<file path="config.mk">
export PLATFORM = sky130hd
export DESIGN_NAME = wiggle_pattern
export DESIGN_NICKNAME = d
export VERILOG_FILES = /design/src/rtl/wiggle_pkg.sv /design/src/rtl/wiggle_prescaler.sv /design/src/rtl/wiggle_pattern.sv
export SDC_FILE = /design/constraint.sdc
export NUM_CORES = 1
export LEC_CHECK = 0
export ABC_CLOCK_PERIOD_IN_PS = 2200
export CAP_MARGIN = 20
export CORE_MARGIN = 1.5
export CORE_UTILIZATION = 51
export DETAILED_ROUTE_END_ITERATION = 7
export PLACE_DENSITY = 0.75
export SYNTH_ARGS = -nofsm -noshare
export SYNTH_HDL_FRONTEND = slang
export SYNTH_HIERARCHICAL = 1
export SYNTH_SLANG_ARGS = --single-unit
</file>
<file path="constraint.sdc">
create_clock -name clk -period 2.2 [get_ports clk]
set_input_delay 0.22 -clock clk [delete_from_list [all_inputs] [get_ports clk]]
set_output_delay 0.22 -clock clk [all_outputs]
set_load 0.02 [all_outputs]
</file>
<file path="src/rtl/wiggle_pkg.sv">
// Shared mode and direction encodings for the wiggle_pattern GPIO pattern generator.
package wiggle_pkg;

    typedef enum logic [1:0] {
        MODE_BIN     = 2'd0,
        MODE_WALK    = 2'd1,
        MODE_BOUNCE  = 2'd2,
        MODE_BREATHE = 2'd3
    } mode_t;

    typedef enum logic {
        DIR_LEFT  = 1'b0,
        DIR_RIGHT = 1'b1
    } dir_t;

    typedef enum logic {
        DUTY_UP   = 1'b0,
        DUTY_DOWN = 1'b1
    } duty_dir_t;

    localparam int unsigned PWM_W    = 8;
    localparam logic [PWM_W-1:0] DUTY_MAX = '1;

endpackage

</file>
<file path="src/rtl/wiggle_prescaler.sv">
// Free-running prescaler: counts 0..DIV-1 and emits a registered one-cycle tick on each wrap.
module wiggle_prescaler
    import wiggle_pkg::*;
#(
    parameter int unsigned     CNT_W = 27,
    parameter longint unsigned DIV   = 64'd1 << CNT_W
) (
    input  logic             clk,
    input  logic             rstn,
    input  logic             pause,
    output logic [CNT_W-1:0] count,
    output logic             tick
);

    localparam logic [CNT_W-1:0] LAST = CNT_W'(DIV - 64'd1);

    if (CNT_W < 8) begin : g_bad_cnt_w
        $error("wiggle_prescaler: CNT_W must be >= 8");
    end
    if (DIV < 64'd2 || DIV > (64'd1 << CNT_W)) begin : g_bad_div
        $error("wiggle_prescaler: DIV must satisfy 2 <= DIV <= 2**CNT_W");
    end

    logic [CNT_W-1:0] r_count;
    logic             r_tick;
    logic             w_wrap;

    assign w_wrap = ~pause & (r_count == LAST);

    always_ff @(posedge clk) begin
        if (!rstn) begin
            r_count <= '0;
            r_tick  <= 1'b0;
        end else begin
            r_tick <= w_wrap;
            if (!pause) begin
                r_count <= w_wrap ? '0 : r_count + 1'b1;
            end
        end
    end

    assign count = r_count;
    assign tick  = r_tick;

endmodule

</file>
<file path="src/rtl/wiggle_pattern.sv">
// GPIO/LED pattern generator: binary, walking one, bounce and PWM breathe engines
// advanced by the prescaler tick, with mode-change reload.
module wiggle_pattern
    import wiggle_pkg::*;
#(
    parameter int unsigned     WIDTH = 8,
    parameter int unsigned     CNT_W = 27,
    parameter longint unsigned DIV   = 64'd1 << CNT_W
) (
    input  logic             clk,
    input  logic             rstn,
    input  logic [1:0]       mode,
    input  logic             pause,
    output logic [WIDTH-1:0] gpio,
    output logic [CNT_W-1:0] count,
    output logic             tick
);

    localparam logic [CNT_W-1:0] LAST = CNT_W'(DIV - 64'd1);
    localparam logic [WIDTH-1:0] ONE  = WIDTH'(1);

    if (WIDTH < 1) begin : g_bad_width
        $error("wiggle_pattern: WIDTH must be >= 1");
    end
    if (CNT_W < 8) begin : g_bad_cnt_w
        $error("wiggle_pattern: CNT_W must be >= 8");
    end
    if (DIV < 64'd2 || DIV > (64'd1 << CNT_W)) begin : g_bad_div
        $error("wiggle_pattern: DIV must satisfy 2 <= DIV <= 2**CNT_W");
    end

    logic [CNT_W-1:0] w_count;
    logic             w_adv;
    mode_t            w_mode;

    wiggle_prescaler #(
        .CNT_W (CNT_W),
        .DIV   (DIV)
    ) u_prescaler (
        .clk   (clk),
        .rstn  (rstn),
        .pause (pause),
        .count (w_count),
        .tick  (tick)
    );

    assign count = w_count;
    // Same condition the prescaler uses to wrap, so the pattern step lands on the tick edge.
    assign w_adv  = ~pause & (w_count == LAST);
    assign w_mode = mode_t'(mode);

    mode_t            r_mode_q;
    logic [WIDTH-1:0] r_pat;
    dir_t             r_dir;
    logic [PWM_W-1:0] r_duty;
    duty_dir_t        r_duty_dir;
    logic             r_pwm;
    logic [WIDTH-1:0] r_gpio;

    logic [WIDTH-1:0] w_pat_nxt;
    dir_t             w_dir_nxt;
    logic [PWM_W-1:0] w_duty_nxt;
    duty_dir_t        w_duty_dir_nxt;
    logic             w_pwm_nxt;
    logic [WIDTH-1:0] w_gpio_nxt;

    logic [WIDTH-1:0] w_shl;
    logic [WIDTH-1:0] w_shr;
    logic [WIDTH-1:0] w_rol;
    logic [PWM_W-1:0] w_duty_inc;
    logic [PWM_W-1:0] w_duty_dec;

    assign w_shl      = r_pat << 1;
    assign w_shr      = r_pat >> 1;
    assign w_rol      = (r_pat << 1) | (r_pat >> (WIDTH - 1));
    assign w_duty_inc = r_duty + 1'b1;
    assign w_duty_dec = r_duty - 1'b1;

    always_ff @(posedge clk) begin
        if (!rstn) begin
            r_mode_q   <= MODE_BIN;
            r_pat      <= '0;
            r_dir      <= DIR_LEFT;
            r_duty     <= '0;
            r_duty_dir <= DUTY_UP;
            r_pwm      <= 1'b0;
            r_gpio     <= '0;
        end else begin
            r_mode_q   <= w_mode;
            r_pat      <= w_pat_nxt;
            r_dir      <= w_dir_nxt;
            r_duty     <= w_duty_nxt;
            r_duty_dir <= w_duty_dir_nxt;
            r_pwm      <= w_pwm_nxt;
            r_gpio     <= w_gpio_nxt;
        end
    end

    always_comb begin
        w_pat_nxt      = r_pat;
        w_dir_nxt      = r_dir;
        w_duty_nxt     = r_duty;
        w_duty_dir_nxt = r_duty_dir;

        if (w_mode != r_mode_q) begin
            // Reload only the engine being entered; a coincident tick is dropped.
            unique case (w_mode)
                MODE_BIN: w_pat_nxt = '0;
                MODE_WALK, MODE_BOUNCE: begin
                    w_pat_nxt = ONE;
                    w_dir_nxt = DIR_LEFT;
                end
                MODE_BREATHE: begin
                    w_duty_nxt     = '0;
                    w_duty_dir_nxt = DUTY_UP;
                end
                default: ;
            endcase
        end else if (w_adv) begin
            unique case (r_mode_q)
                MODE_BIN:  w_pat_nxt = r_pat + 1'b1;
                MODE_WALK: w_pat_nxt = w_rol;
                MODE_BOUNCE: begin
                    if (WIDTH > 1) begin
                        if (r_dir == DIR_LEFT) begin
                            w_pat_nxt = w_shl;
                            if (w_shl[WIDTH-1]) w_dir_nxt = DIR_RIGHT;
                        end else begin
                            w_pat_nxt = w_shr;
                            if (w_shr[0]) w_dir_nxt = DIR_LEFT;
                        end
                    end
                end
                MODE_BREATHE: begin
                    if (r_duty_dir == DUTY_UP) begin
                        w_duty_nxt = w_duty_inc;
                        if (w_duty_inc == DUTY_MAX) w_duty_dir_nxt = DUTY_DOWN;
                    end else begin
                        w_duty_nxt = w_duty_dec;
                        if (w_duty_dec == '0) w_duty_dir_nxt = DUTY_UP;
                    end
                end
                default: ;
            endcase
        end
    end

    always_comb begin
        // Holding the compare while paused keeps the breathe output frozen with the count.
        w_pwm_nxt  = pause ? r_pwm : (w_count[PWM_W-1:0] < r_duty);
        w_gpio_nxt = (w_mode == MODE_BREATHE) ? {WIDTH{w_pwm_nxt}} : w_pat_nxt;
    end

    assign gpio = r_gpio;

endmodule

</file>
## Word-level counts from Yosys, hierarchy flattened

Cells that the tools add are included.

- $add $sub $neg: 4
- Magnitude comparators: 1
- Equality and inequality tests: 11
- Mux-type cells: 27
- Bitwise logic cells: 3
- Reductions and logical operators: 9

Operators by type and width:

| cell | number |
|---|---|
| $mux 8 | 9 |
| $add 27x1->27 const B | 1 |
| $eq 27x27->1 const B | 1 |
| $mux 27 | 1 |
| $pmux 8 s3 | 1 |
| $add 8x1->8 const B | 2 |
| $pmux 8 s2 | 1 |
| $mux 1 | 15 |
| $eq 2x2->1 const B | 4 |
| $eq 8x8->1 const B | 1 |
| $logic_not 8->1 | 1 |
| $lt 8x8->1 | 1 |
| $or 8x1->8 | 1 |
| $sub 8x1->8 const B | 1 |
| $reduce_and 3->1 | 2 |
| $reduce_bool 2->1 | 3 |
| $eq 2x1->1 const B | 2 |
| $logic_not 2->1 | 2 |
| $ne 2x1->1 const B | 2 |
| $ne 2x2->1 | 1 |
| $reduce_or 2->1 | 1 |
| $and 1x1->1 | 1 |
| $not 1->1 | 1 |

- Register bits: 57
- Bits of input ports: 5
- Output and inout bits: 36
- Word-level logic and storage cells: 64

## Longest topological paths before layout

- Depth after elaboration: 7
- Mapped depth: 8
- Mapped depth without buffers: 7

## Modules after synthesis

The synthesis kept the hierarchy.

By module, submodules not included:

| module | times used | cells each | area each (um^2) | sequential area each (um^2) |
|---|---|---|---|---|
| wiggle_pattern | 1 | 277 | 2275.9 | 580.6 |
| wiggle_prescaler | 1 | 151 | 1356.3 | 560.5 |

## Worst setup path before layout

OpenSTA, ideal clock, no wires.

- Path type: flip-flop to flip-flop
- Start point: register u_prescaler.r_count[1] (netlist: u_prescaler/count[1])
- End point: register u_prescaler.r_count[6] (netlist: u_prescaler/count[6])
- Library setup time: 0.115 ns
- Data arrival time: 2.174 ns
- Required time: 2.085 ns
- Setup slack: -0.089 ns
- Cell stages (with the launch flop): 8
- Period minus slack after synthesis: 2.289 ns
- Cells stage by stage: dfxtp_1 -> ha_1 -> nand4b_4 -> or4_4 -> buf_6 -> o31ai_4 -> buf_6 -> nor2_2

- Longest elaborated chain between the ends: 3

Ends and longest elaborated chain:

| what | line | source |
|---|---|---|
| start, declared | wiggle_prescaler.sv:24 | `logic [CNT_W-1:0] r_count;` |
| start signal, assigned | wiggle_prescaler.sv:37 | `r_count <= w_wrap ? '0 : r_count + 1'b1;` |
| branches (longest 2 deep; another with $add 27x1->27) | n/a |  |
| $mux 27 * | wiggle_prescaler.sv:37 |  |

Every way passes the cells marked *.
A chain may end at the register's enable or synchronous reset.

## Final worst setup path

- Start point: register u_prescaler.r_count[0] (netlist: u_prescaler/count[0])
- End point: register u_prescaler.r_count[16] (netlist: u_prescaler/count[16])

The elaborated chain is that of the path after synthesis.

==> results.sh <==
export IMPL_hold_violations=0
export IMPL_cp_required_ns=2.48
export IMPL_antenna_left=0
export IMPL_synth_edf_count=0
export IMPL_crit_arrival_ns=2.34
export IMPL_critPathKind="flip-flop to flip-flop"
export IMPL_cp_slowest_cell="or4_4"
export IMPL_io_pins=41
export IMPL_p_int_uw=1650
export IMPL_worstSetupEndpointType="flip-flop"
export IMPL_ys_types=67
export IMPL_ys_seq_area_share_pct=31.4
export IMPL_die_w_um=87.4
export IMPL_multi_input_area_mm2=0.00229
export IMPL_n_antenna_cell=0
export IMPL_cts_made_buffers=9
export IMPL_grt_use_total_pct=26.8
export IMPL_synthTopCellsByArea="dfxtp_1 31%, ha_1 5.2%, o21ai_0 3.9%"
export IMPL_synth_top_area_share_pct=31.4
export IMPL_grt_antenna_before_repair=0
export IMPL_pwr_share_seq_pct=46.9
export IMPL_period_share_pct=93.5
export IMPL_cts_sinks=57
export IMPL_finalMaxSlewViolations=0
export IMPL_fmax_mhz=486
export IMPL_cp_num_buf_inv=1
export IMPL_core_area_mm2=0.00683
export IMPL_p_per_area_mw_per_mm2=503
export IMPL_cts_buffer_depth=2
export IMPL_cts_root_buf="clkbuf_8"
export IMPL_hp_class="flip-flop to flip-flop"
export IMPL_syn_inst=428
export IMPL_dieArea_mm2=0.00764
export IMPL_timing_final_crit_period_ns=2.06
export IMPL_power_total_uw=2260
export IMPL_slowest_delay_ns=0.57
export IMPL_drt_first_pass_iters=4
export IMPL_wl_per_cell_um=16.4
export IMPL_io_buffers=40
export IMPL_pwr_share_comb_pct=8.1
export IMPL_final_core_util_pct=65.7
export IMPL_cts_resized=0
export IMPL_peakVddDrop_uv=301
export IMPL_tns_ns=0
export IMPL_dp_cells=571
export IMPL_synthesis_nets=448
export IMPL_drt_iter0_markers=163
export IMPL_synth_largest_area_cell="dfxtp_1"
export IMPL_grt_pass1_wl_um=16200
export IMPL_fill_cells=604
export IMPL_crit_path_max_fanout=9
export IMPL_yosysMostFrequentCell="dfxtp_1"
export IMPL_cts_clk_slew_worst_paths_ns=0.07
export IMPL_clk_latency_ns=0.36
export IMPL_status="finished, final reports clean"
export IMPL_critical_path_top_delay_family="simple AND/OR/NAND/NOR gates"
export IMPL_ys_seq_elements=57
export IMPL_nNetsFinal=506
export IMPL_leakagePower_uw=0.00161
export IMPL_grt_max_degree=32
export IMPL_grt_overflow=0
export IMPL_worstMarginPinSlew_ns=0.432
export IMPL_rsz0062_at_grt="false"
export IMPL_drc_errors=0
export IMPL_vias=3507
export IMPL_syn2layout_area_growth_pct=23.6
export IMPL_avgSynthCellArea_um2=8.49
export IMPL_cts_hold_fix_buffers=0
export IMPL_grt_pass1_vias=3326
export IMPL_max_cap_viol_count=0
export IMPL_yosys_warnings=6
export IMPL_final_cell_count_no_fill=587
export IMPL_cts_setup_buffers=0
export IMPL_htree_levels=3
export IMPL_critical_path_cell_chain="ha_1, nand4b_4, or4_4, buf_4, or3_1, a21oi_1"
export IMPL_rows=30
export IMPL_gp_congestion=0.928
export IMPL_initial_core_util_pct=53.2
export IMPL_netSwitchingFraction_pct=26.9
export IMPL_die_h_um=87.4
export IMPL_switching_power_uw=606
export IMPL_yosys_top_cells_count="57 x dfxtp_1, 31 x nand2_1, 28 x o21ai_0"
export IMPL_power_frac_clock_pct=45.0
export IMPL_clock_skew_ns=0.0105
export IMPL_synthArstFlopShare_pct=0
export IMPL_synth_area_mm2=0.00363
export IMPL_hold_ws_ns=0.535
export IMPL_dp_hpwl_um=6710
export IMPL_vias_per_cell=5.97
export IMPL_cts_tree="done"
export IMPL_drive_gt1_share_pct=16.7
export IMPL_cp_start_kind="flip-flop"
export IMPL_drt_wl_total_um=9620
export IMPL_slew_headroom_pct=71.2
export IMPL_finalSetupViolations=0
export IMPL_seq_area_mm2=0.00115
export IMPL_ys_flop_type="dfxtp_1"
stage by stage:
step,setup slack (ns),cell area (um^2)
after detailed placement,0.00662,4290
final,0.142,4490
after global placement,0.0345,4290
after CTS,0.139,4490
after floorplan,0.0144,3640
after global routing,0.0122,4490
layout make-up:
cell class	count	share of cell area, %
multi-input cells	328	51.0
clock buffers	9	2.76
clock inverters	7	1.76
well taps	96	2.67
flip-flops and latches	57	25.5
repair buffers	71	14.7
inverters	19	1.59
worst min-delay path: stages (launching register included):
cell and delay [ns]:
dfxtp_1 0.35, nand2_1 0.07, a21boi_0 0.07
registers in the layout (all words and copies together), names as in the netlist:
| register | flops |
|---|---|
| u_prescaler/count | 27 |
| r_duty_dir | 1 |
| r_dir | 1 |
| r_pwm | 1 |
| r_mode_q | 2 |
| r_pat | 8 |
| gpio | 8 |
| r_duty | 8 |
| u_prescaler/tick | 1 |
power groups by stage:
| stage | Clock (uW) | Sequential, uW | Combinational, uW |
|---|---|---|---|
| floorplan | 0 | 1080 | 107 |
| global placement | 0 | 1080 | 177 |
| detailed placement | 0 | 1080 | 180 |
| CTS | 1030 | 1060 | 181 |
| global route | 1080 | 1060 | 200 |
| finish | 1020 | 1060 | 184 |
worst paths after layout:
check | to | depth (start not counted) | start | slack (ns)
max reg2reg | u_prescaler/count[16] | 6 | u_prescaler/count[0] | 0.14
min | r_duty[5] | 2 | r_duty[5] | 0.53
min reg2reg | r_duty[5] | 2 | r_duty[5] | 0.53
max | u_prescaler/count[16] | 6 | u_prescaler/count[0] | 0.14
routing by layer:
layer	track usage (%)	share of wire (%)	vias to the layer above
li1	-	-	1698
met1	34.4	45	1693
met2	44.6	48	96
met3	4.74	4.4	20
met4	10.4	2.1	0
met5	0	0	-
placed cells by master, fill, tap and decap left out, types with 5 or more instances in the layout:
cell type         n
nand2b_1          8
or4_1             8
dfxtp_1          53
o21ai_0          28
a211o_1           5
buf_4            29
a21oi_1          18
and3_1            7
nor2_2           10
mux2i_1           8
a21boi_0          7
xor2_1            6
nand3_1          19
o31ai_1           8
nor2_1           13
nor2b_1           8
nor4_1            5
ha_1             15
a21o_1            5
nand4_1          14
clkbuf_8          9
clkdlybuf4s50_1  40
or3_1            12
a21boi_1          5
nand2_1          31
o22ai_1           5
xnor2_1          15
inv_1            19
cell families (layout without fill, tap and decap cells):
group / after synthesis / in the layout / share of synthesized area, %
DFF: 57 / 57 / 31.4
xor gates and xnor gates: 21 / 21 / 5.06
buffers and inverters: 43 / 106 / 5.48
and+or+nand+nor: 170 / 170 / 28.7
AOI/OAI and AO/OA: 109 / 109 / 20.3
adders and majority gates: 15 / 15 / 5.17
muxes: 13 / 13 / 3.86
(Power assumes the default switching activity.)
